$ cat config.mk
export PLATFORM = sky130hd
export DESIGN_NAME = srio_tresp_arb
export DESIGN_NICKNAME = d
export VERILOG_FILES = /design/src/rtl/srio_pkg.sv /design/src/rtl/axis_out_reg.sv /design/src/rtl/srio_tresp_arb.sv
export SDC_FILE = /design/constraint.sdc
export NUM_CORES = 1
export LEC_CHECK = 0
export BUFFER_PORTS_ARGS = -buffer_cell sky130_fd_sc_hd__buf_2
export CORE_AREA = 2 2 140 142
export DETAILED_ROUTE_END_ITERATION = 10
export DIE_AREA = 0 0 142 144
export PLACE_DENSITY = 0.65
export SYNTH_ARGS = -nofsm -noshare
export SYNTH_HDL_FRONTEND = slang
export SYNTH_SLANG_ARGS = --single-unit
$ cat constraint.sdc
create_clock -name log_clk -period 2.7 [get_ports log_clk]
set_clock_uncertainty 0.1 [all_clocks]
set_input_delay 0.54 -clock log_clk [delete_from_list [all_inputs] [get_ports log_clk]]
set_output_delay 0.54 -clock log_clk [all_outputs]
set_load 0.1 [all_outputs]
$ cat src/rtl/srio_pkg.sv
// Shared SRIO logical-layer constants: packet types, AXI4-Stream widths and
// the tresp arbiter state encoding.
package srio_pkg;

    localparam logic [3:0] FTYPE_NREAD  = 4'h2;
    localparam logic [3:0] FTYPE_NWRITE = 4'h5;
    localparam logic [3:0] FTYPE_SWRITE = 4'h6;
    localparam logic [3:0] FTYPE_DOORB  = 4'hA;
    localparam logic [3:0] FTYPE_MESSG  = 4'hB;
    localparam logic [3:0] FTYPE_RESP   = 4'hD;

    localparam logic [3:0] TTYPE_NWRITE   = 4'h4;
    localparam logic [3:0] TTYPE_NWRITE_R = 4'h5;
    localparam logic [3:0] TTYPE_NREAD    = 4'h4;
    localparam logic [3:0] TTYPE_RESP_ND  = 4'h0;
    localparam logic [3:0] TTYPE_RESP_D   = 4'h8;

    localparam int unsigned AXIS_DATA_W = 64;
    localparam int unsigned AXIS_KEEP_W = 8;
    localparam int unsigned AXIS_USER_W = 32;

    localparam logic [0:0] ST_ARB  = 1'b0;
    localparam logic [0:0] ST_XFER = 1'b1;

endpackage

$ cat src/rtl/axis_out_reg.sv
// Single-stage AXI4-Stream register slice carrying data, keep, user, last and a
// 1-bit source tag. Contents hold while the downstream stalls.
module axis_out_reg
    import srio_pkg::*;
(
    input  logic                   log_clk,
    input  logic                   log_rst,
    input  logic                   load,
    input  logic [AXIS_DATA_W-1:0] in_data,
    input  logic [AXIS_KEEP_W-1:0] in_keep,
    input  logic [AXIS_USER_W-1:0] in_user,
    input  logic                   in_last,
    input  logic                   in_tag,
    input  logic                   out_ready,
    output logic                   out_valid,
    output logic [AXIS_DATA_W-1:0] out_data,
    output logic [AXIS_KEEP_W-1:0] out_keep,
    output logic [AXIS_USER_W-1:0] out_user,
    output logic                   out_last,
    output logic                   out_tag,
    output logic                   space
);

    logic                   valid_q;
    logic [AXIS_DATA_W-1:0] data_q;
    logic [AXIS_KEEP_W-1:0] keep_q;
    logic [AXIS_USER_W-1:0] user_q;
    logic                   last_q;
    logic                   tag_q;

    always_ff @(posedge log_clk) begin
        if (log_rst) begin
            valid_q <= 1'b0;
            data_q  <= '0;
            keep_q  <= '0;
            user_q  <= '0;
            last_q  <= 1'b0;
            tag_q   <= 1'b0;
        end else if (load) begin
            valid_q <= 1'b1;
            data_q  <= in_data;
            keep_q  <= in_keep;
            user_q  <= in_user;
            last_q  <= in_last;
            tag_q   <= in_tag;
        end else if (out_ready) begin
            valid_q <= 1'b0;
        end
    end

    // A new beat may enter when empty or when the current one leaves this cycle.
    assign space     = ~valid_q | out_ready;
    assign out_valid = valid_q;
    assign out_data  = data_q;
    assign out_keep  = keep_q;
    assign out_user  = user_q;
    assign out_last  = last_q;
    assign out_tag   = tag_q;

endmodule

$ cat src/rtl/srio_tresp_arb.sv
// Packet-atomic round-robin arbiter sharing the SRIO tresp channel between the
// doorbell responder (s0) and the NWRITE/NREAD response generator (s1).
module srio_tresp_arb
    import srio_pkg::*;
#(
    parameter int SIM = 1
) (
    input  logic                   log_clk,
    input  logic                   log_rst,
    input  logic                   s0_tvalid,
    output logic                   s0_tready,
    input  logic                   s0_tlast,
    input  logic [AXIS_DATA_W-1:0] s0_tdata,
    input  logic [AXIS_KEEP_W-1:0] s0_tkeep,
    input  logic [AXIS_USER_W-1:0] s0_tuser,
    input  logic                   s1_tvalid,
    output logic                   s1_tready,
    input  logic                   s1_tlast,
    input  logic [AXIS_DATA_W-1:0] s1_tdata,
    input  logic [AXIS_KEEP_W-1:0] s1_tkeep,
    input  logic [AXIS_USER_W-1:0] s1_tuser,
    input  logic                   tresp_tready_in,
    output logic                   tresp_tvalid_o,
    output logic                   tresp_tlast_o,
    output logic [AXIS_DATA_W-1:0] tresp_tdata_o,
    output logic [AXIS_KEEP_W-1:0] tresp_tkeep_o,
    output logic [AXIS_USER_W-1:0] tresp_tuser_o,
    output logic [1:0]             grant,
    output logic                   busy,
    output logic [15:0]            pkt_cnt0,
    output logic [15:0]            pkt_cnt1
);

    if (SIM < 0 || SIM > 1) begin : g_sim_chk
        $error("SIM must be 0 or 1");
    end

    logic [0:0] state_q, state_d;
    logic       rr_q, rr_d;
    logic [1:0] grant_q, grant_d;
    logic [15:0] cnt0_q, cnt1_q;

    logic                   sel;
    logic                   space;
    logic                   accept;
    logic                   in_last;
    logic [AXIS_DATA_W-1:0] in_data;
    logic [AXIS_KEEP_W-1:0] in_keep;
    logic [AXIS_USER_W-1:0] in_user;
    logic                   out_tag;
    logic                   out_hs_last;

    assign sel     = grant_q[1];
    assign in_last = sel ? s1_tlast : s0_tlast;
    assign in_data = sel ? s1_tdata : s0_tdata;
    assign in_keep = sel ? s1_tkeep : s0_tkeep;
    assign in_user = sel ? s1_tuser : s0_tuser;

    assign s0_tready = (state_q == ST_XFER) & grant_q[0] & space;
    assign s1_tready = (state_q == ST_XFER) & grant_q[1] & space;
    assign accept    = (s0_tready & s0_tvalid) | (s1_tready & s1_tvalid);

    always_comb begin
        state_d = state_q;
        rr_d    = rr_q;
        grant_d = grant_q;
        case (state_q)
            ST_ARB: begin
                if (s0_tvalid | s1_tvalid) begin
                    state_d = ST_XFER;
                    if (s0_tvalid & s1_tvalid) begin
                        grant_d = rr_q ? 2'b10 : 2'b01;
                    end else begin
                        grant_d = s1_tvalid ? 2'b10 : 2'b01;
                    end
                end
            end
            ST_XFER: begin
                // Packet ends on input-side tlast; the other source gets priority next.
                if (accept & in_last) begin
                    state_d = ST_ARB;
                    grant_d = 2'b00;
                    rr_d    = ~sel;
                end
            end
            default: begin
                state_d = ST_ARB;
                grant_d = 2'b00;
            end
        endcase
    end

    always_ff @(posedge log_clk) begin
        if (log_rst) begin
            state_q <= ST_ARB;
            rr_q    <= 1'b0;
            grant_q <= 2'b00;
        end else begin
            state_q <= state_d;
            rr_q    <= rr_d;
            grant_q <= grant_d;
        end
    end

    axis_out_reg u_out_reg (
        .log_clk   (log_clk),
        .log_rst   (log_rst),
        .load      (accept),
        .in_data   (in_data),
        .in_keep   (in_keep),
        .in_user   (in_user),
        .in_last   (in_last),
        .in_tag    (sel),
        .out_ready (tresp_tready_in),
        .out_valid (tresp_tvalid_o),
        .out_data  (tresp_tdata_o),
        .out_keep  (tresp_tkeep_o),
        .out_user  (tresp_tuser_o),
        .out_last  (tresp_tlast_o),
        .out_tag   (out_tag),
        .space     (space)
    );

    // Packets are counted as they leave, attributed by the tag stored with the beat.
    assign out_hs_last = tresp_tvalid_o & tresp_tready_in & tresp_tlast_o;

    always_ff @(posedge log_clk) begin
        if (log_rst) begin
            cnt0_q <= 16'h0000;
            cnt1_q <= 16'h0000;
        end else if (out_hs_last) begin
            if (out_tag) begin
                cnt1_q <= cnt1_q + 16'd1;
            end else begin
                cnt0_q <= cnt0_q + 16'd1;
            end
        end
    end

    assign grant    = grant_q;
    assign busy     = (|grant_q) | tresp_tvalid_o;
    assign pkt_cnt0 = cnt0_q;
    assign pkt_cnt1 = cnt1_q;

endmodule

# Word level (Yosys, flattened, before mapping)
# Index checks and enable logic that the tools add are counted.
# op_classes
n_reduce_logical	6
n_addsub	2
n_mux	15
n_eq_ne	2
bitwise_logic	18
# op_table
cell	n
two-way mux 64 bit	1
adder 16 x 1 -> 16 bit (second input constant)	2
two-way mux 32 bit	1
bitwise AND 1 bit	10
two-way mux 2 bit	5
two-way mux 8 bit	1
AND reduction 2 bit	4
two-way mux 1 bit	5
inverter 1 bit	4
OR 1 bit	4
one-hot mux 2 bit (2 select lines)	1
inequality test 2 x 1 -> 1 bit (second input constant)	1
inequality test 2 bit (second input constant)	1
one-hot mux 1 bit (2 select lines)	1
nonzero test 2 bit	1
OR reduction 2 bit	1
# totals
inputBits	215
register_bits	143
elab_cells	54

# Depth between registers and ports, before layout
# depth
ltp_word	8
ltp_mapped	6

# Hierarchy
# A second synthesis with hierarchy kept.
# unflattened
cells_unflattened	656
area_unflattened_um2	6767.7
# by_module_without_submodules
module	area_per_inst_um2	cells_per_inst	seq_area_each_um2	n_inst
axis_out_reg	3783.6	346	2142.1	1
srio_tresp_arb	2984.1	310	720.7	1

# Least setup slack after synthesis
# OpenSTA, ideal clock, no wires.
# synth_path
path_kind	flip-flop to flip-flop
start	reg cnt1_q[0] (netlist: pkt_cnt1[0])
end	reg cnt1_q[14] (netlist: pkt_cnt1[14])
period_less_slack_ns	2.599
setup_slack_ns	0.101
arrival_time_ns	2.378
setup_ns	0.121
path_stages_with_launch	6
path_buffers	0
cell_sequence	dfxtp_1 -> ha_1 -> nand3_1 -> or3_1 -> nor3_1 -> mux2_2
# synth_via
elab_chain_len	1
# synth_rtl
item	line	rtl
start, declared	srio_tresp_arb.sv:41	logic [15:0] cnt0_q, cnt1_q;
start signal, assigned	srio_tresp_arb.sv:133	cnt1_q <= cnt1_q + 16'd1;
adder 16 x 1 -> 16 bit	srio_tresp_arb.sv:133	
# Every way passes these cells.
# A chain may end at the register's enable or synchronous reset.

# Worst setup path after layout
# layout_path
start	reg u_out_reg.valid_q (netlist: u_out_reg.out_valid)
end	out s1_tready
# layout_via
elab_chain_len	3
# layout_rtl
item	line	rtl
start, declared	axis_out_reg.sv:24	logic valid_q;
start signal, assigned	axis_out_reg.sv:33	valid_q <= 1'b0;
start signal, assigned	axis_out_reg.sv:40	valid_q <= 1'b1;
start signal, assigned	axis_out_reg.sv:47	valid_q <= 1'b0;
inverter 1 bit	axis_out_reg.sv:52	assign space = ~valid_q | out_ready;
OR 1 bit	axis_out_reg.sv:52	
bitwise AND 1 bit	srio_tresp_arb.sv:60	assign s1_tready = (state_q == ST_XFER) & grant_q[1] & space;
end, declared	srio_tresp_arb.sv:17	output logic s1_tready,
# Every way passes these cells.

==> out/metrics.csv <==
metric,value,unit
status,completed,
Slew Limit Fails,0,
Antenna Violating Nets Remaining,0,
crit path max fanout,7,
peak supply drop,0.380,mV
Clock Pin Slew Worst Setup and Hold Paths,0.06,ns
Crit path max-delay family,buffers and inverters,
CTS Root Buffer Type,clkbuf_16,
worst-skew pair later-pin latency,0.41,ns
Die ar.,0.0204,mm^2
Yosys top cell area share,45.6,%
max cap viols,0,
crit-path cells,"nand2b_1, and3_1, buf_2",
"top cells by area, synth","dfxtp_1, mux2i_1, a211oi_1",
Row Count,51,
clock sink count,143,
Post-synth top cells,"dfxtp_1, nor2_1, a211oi_1, mux2i_1, clkbuf_1",
DIE HEIGHT,144,um
core area,0.0191,mm^2
area delta synth->final,42.4,%
# IOs,358,
IO buf count,357,
vias in the first global route,5153,
Logic pwr share,20.2,%
arrival time worst endpoint,1.63,ns
met2 WL post-DR,8950,um
max_slew headroom,46.1,%
buffers and inverters on the worst path,1,
total CTS buffers,17,
CTS tree,yes,
Reg power frac,36.2,%
HPWL Detailed,14000,um
slew of the pin with the lowest slew margin,0.809,ns
register bit total from synthesis,143,
Nets,1222,
Post-CTS Hold Fix Bufs,0,
Worst setup EP type,output pin,
Hold WC Path Type,primary input to flip-flop,
Yosys cell types,35,
"Async S/R FF share, synth",0,%
minimum clock period,2.27,ns
M1 WL,8230,um
Cell Pwr Density,692,mW/mm^2
Max stage delay on crit path,0.43,ns
max layer used,met5,
drt pass-1 iters,4,
layout cells sized above 1,40.0,%
Final Wtd Congestion,0.819,
met3 WL,950,um
Setup Buffers After CTS,0,
post-synthesis cell count,674,
syn nets,891,
TNS Setup,0,ns
Clock power frac,43.6,%
grt total ovfl,0,
most frequent cell after synthesis,dfxtp_1,
diode count,0,
Psw,1.90,mW
Post-Route WL,18500,um
Synth area leader,dfxtp_1,
pin count of the biggest net entering global routing,132,
Setup crit start kind,flip-flop,
final hold slack,0.346,ns
final period utilization,84.1,%
Synthesis Warnings,0,
Final setup viols,0,
Initial Util,32.9,%
GRT Total Usage,17.3,%
drt wl/cell,14.7,um
Hold Fails Final Rpt,0,
sw frac,30.7,%
critical path class,flip-flop to output pin,
"Slowest-stage cell, CP",buf_2,
global-route wire length before repair,27400,um
htree depth,4,
via count,5917,
unrepaired setup endpoints after global routing,false,
initial antenna violation count,1,
"Avg Cell Area, Syn",9.32,um^2
CTS resizes,0,
DR iter-0 viols,177,
mapped cell area,0.00628,mm^2
leakage power,3.84,nW
Max Clk Rate,0.440,GHz
die width,142,um
DR DRC count,0,
Avg Vias per Cell,4.71,
sequential share of the synthesized area,45.6,%
Worst EP required,2.06,ns
CTS max path bufs,2,
Post-synth EDFFs,0,
Int Pwr,4.28,mW
Synth Flop Type,dfxtp_1,
path summary, 6_finish.rpt:
path	start	to	slack, ns	cells past startpoint
setup / recovery	u_out_reg.out_valid	s1_tready	0.43	3
hold / removal	s1_tvalid	state_q	0.35	3
setup reg to reg	u_out_reg.out_valid	pkt_cnt1[15]	0.65	4
hold reg to reg	pkt_cnt0[1]	pkt_cnt0[1]	0.39	2
stage by stage:
| step | worst slack [ns] | util [%] | cells | total power, mW | area, um^2 |
|---|---|---|---|---|---|
| 2_1_floorplan | 0.101 | - | 674 | 3.22 | 6280 |
| 3_3_place_gp | 0.464 | 43.3 | 1224 | 3.54 | 8270 |
| 3_5_place_dp | 0.443 | 43.3 | 1224 | 3.55 | 8270 |
| 4_1_cts | 0.408 | 46.9 | 1255 | 6.26 | 8940 |
| 5_1_grt | 0.320 | 46.9 | 1255 | 6.41 | 8940 |
| 6_report | 0.430 | 46.9 | 1255 | 6.18 | 8940 |
layer usage:
layer  track usage (%)  vias to the layer above
met5                 0                        -
met4              6.32                        2
met3              3.81                       23
met2              28.5                      200
met1              22.5                     2580
li1                  -                     3112
sequential cells by signal (all words and copies together) (netlist names):
register             count
grant                    2
pkt_cnt0                16
pkt_cnt1                16
rr_q                     1
state_q                  1
u_out_reg.out_data      64
u_out_reg.out_keep       8
u_out_reg.out_last       1
u_out_reg.out_tag        1
u_out_reg.out_user      32
u_out_reg.out_valid      1
power groups by stage:
stage          Sequential, mW  Clock [mW]  Combinational, mW
2_1_floorplan            2.86           0              0.353
3_3_place_gp             2.28           0               1.25
3_5_place_dp             2.28           0               1.26
4_1_cts                  2.24        2.76               1.26
5_1_grt                  2.25        2.84               1.32
6_report                 2.24        2.69               1.25
cell usage in the layout, fill, tap and decap left out, types with 2 or more instances in the layout:
cell type,synthesis,final
nand3_1,12,12
bufinv_16,0,6
nand4_1,8,8
nor2b_1,3,3
nor4_1,7,7
xor2_1,4,4
inv_6,0,3
ha_1,2,2
a21oi_1,17,17
inv_1,6,6
or3_1,8,8
a31o_2,3,3
nand2_1,17,17
buf_12,0,4
buf_2,14,356
a211oi_1,104,104
o21ai_0,6,6
nor2_1,132,132
xnor2_1,15,15
nand2b_1,4,4
and3_1,4,3
clkbuf_16,0,17
or4_4,2,2
mux2_2,3,3
clkinv_4,0,2
and4b_1,2,2
nor3_1,7,7
dfxtp_1,143,142
mux2i_1,104,104
buf_4,1,5
logic make-up after synthesis:
| logic type | synth area share [%] |
|---|---|
| multiplexers | 17.1 |
| AND/OR/NAND/NOR | 15.1 |
| XOR/XNOR | 2.65 |
| adder cells (fa/ha/maj) | 0.398 |
| buffers and inverters | 3.86 |
| AO/OA/AOI/OAI | 15.3 |
| flip-flops | 45.6 |
worst register-to-register path: stages (launching register included):
cell and delay [ns]:
dfxtp_1 0.46, nand4_1 0.29, or4_4 0.65, or3_1 0.36
a21oi_1 0.14
area by class of cell:
| type | count | area (um^2) |
|---|---|---|
| multi-input combinational | 472 | 3180 |
| inverter | 6 | 22.5 |
| clock inverter | 12 | 231 |
| clock buffer | 19 | 443 |
| timing repair buffer | 365 | 1900 |
| sequential | 143 | 2870 |
| tap | 238 | 298 |
| fill | 1840 | 10100 |
Note: power is estimated with default switching activity, not from simulation.
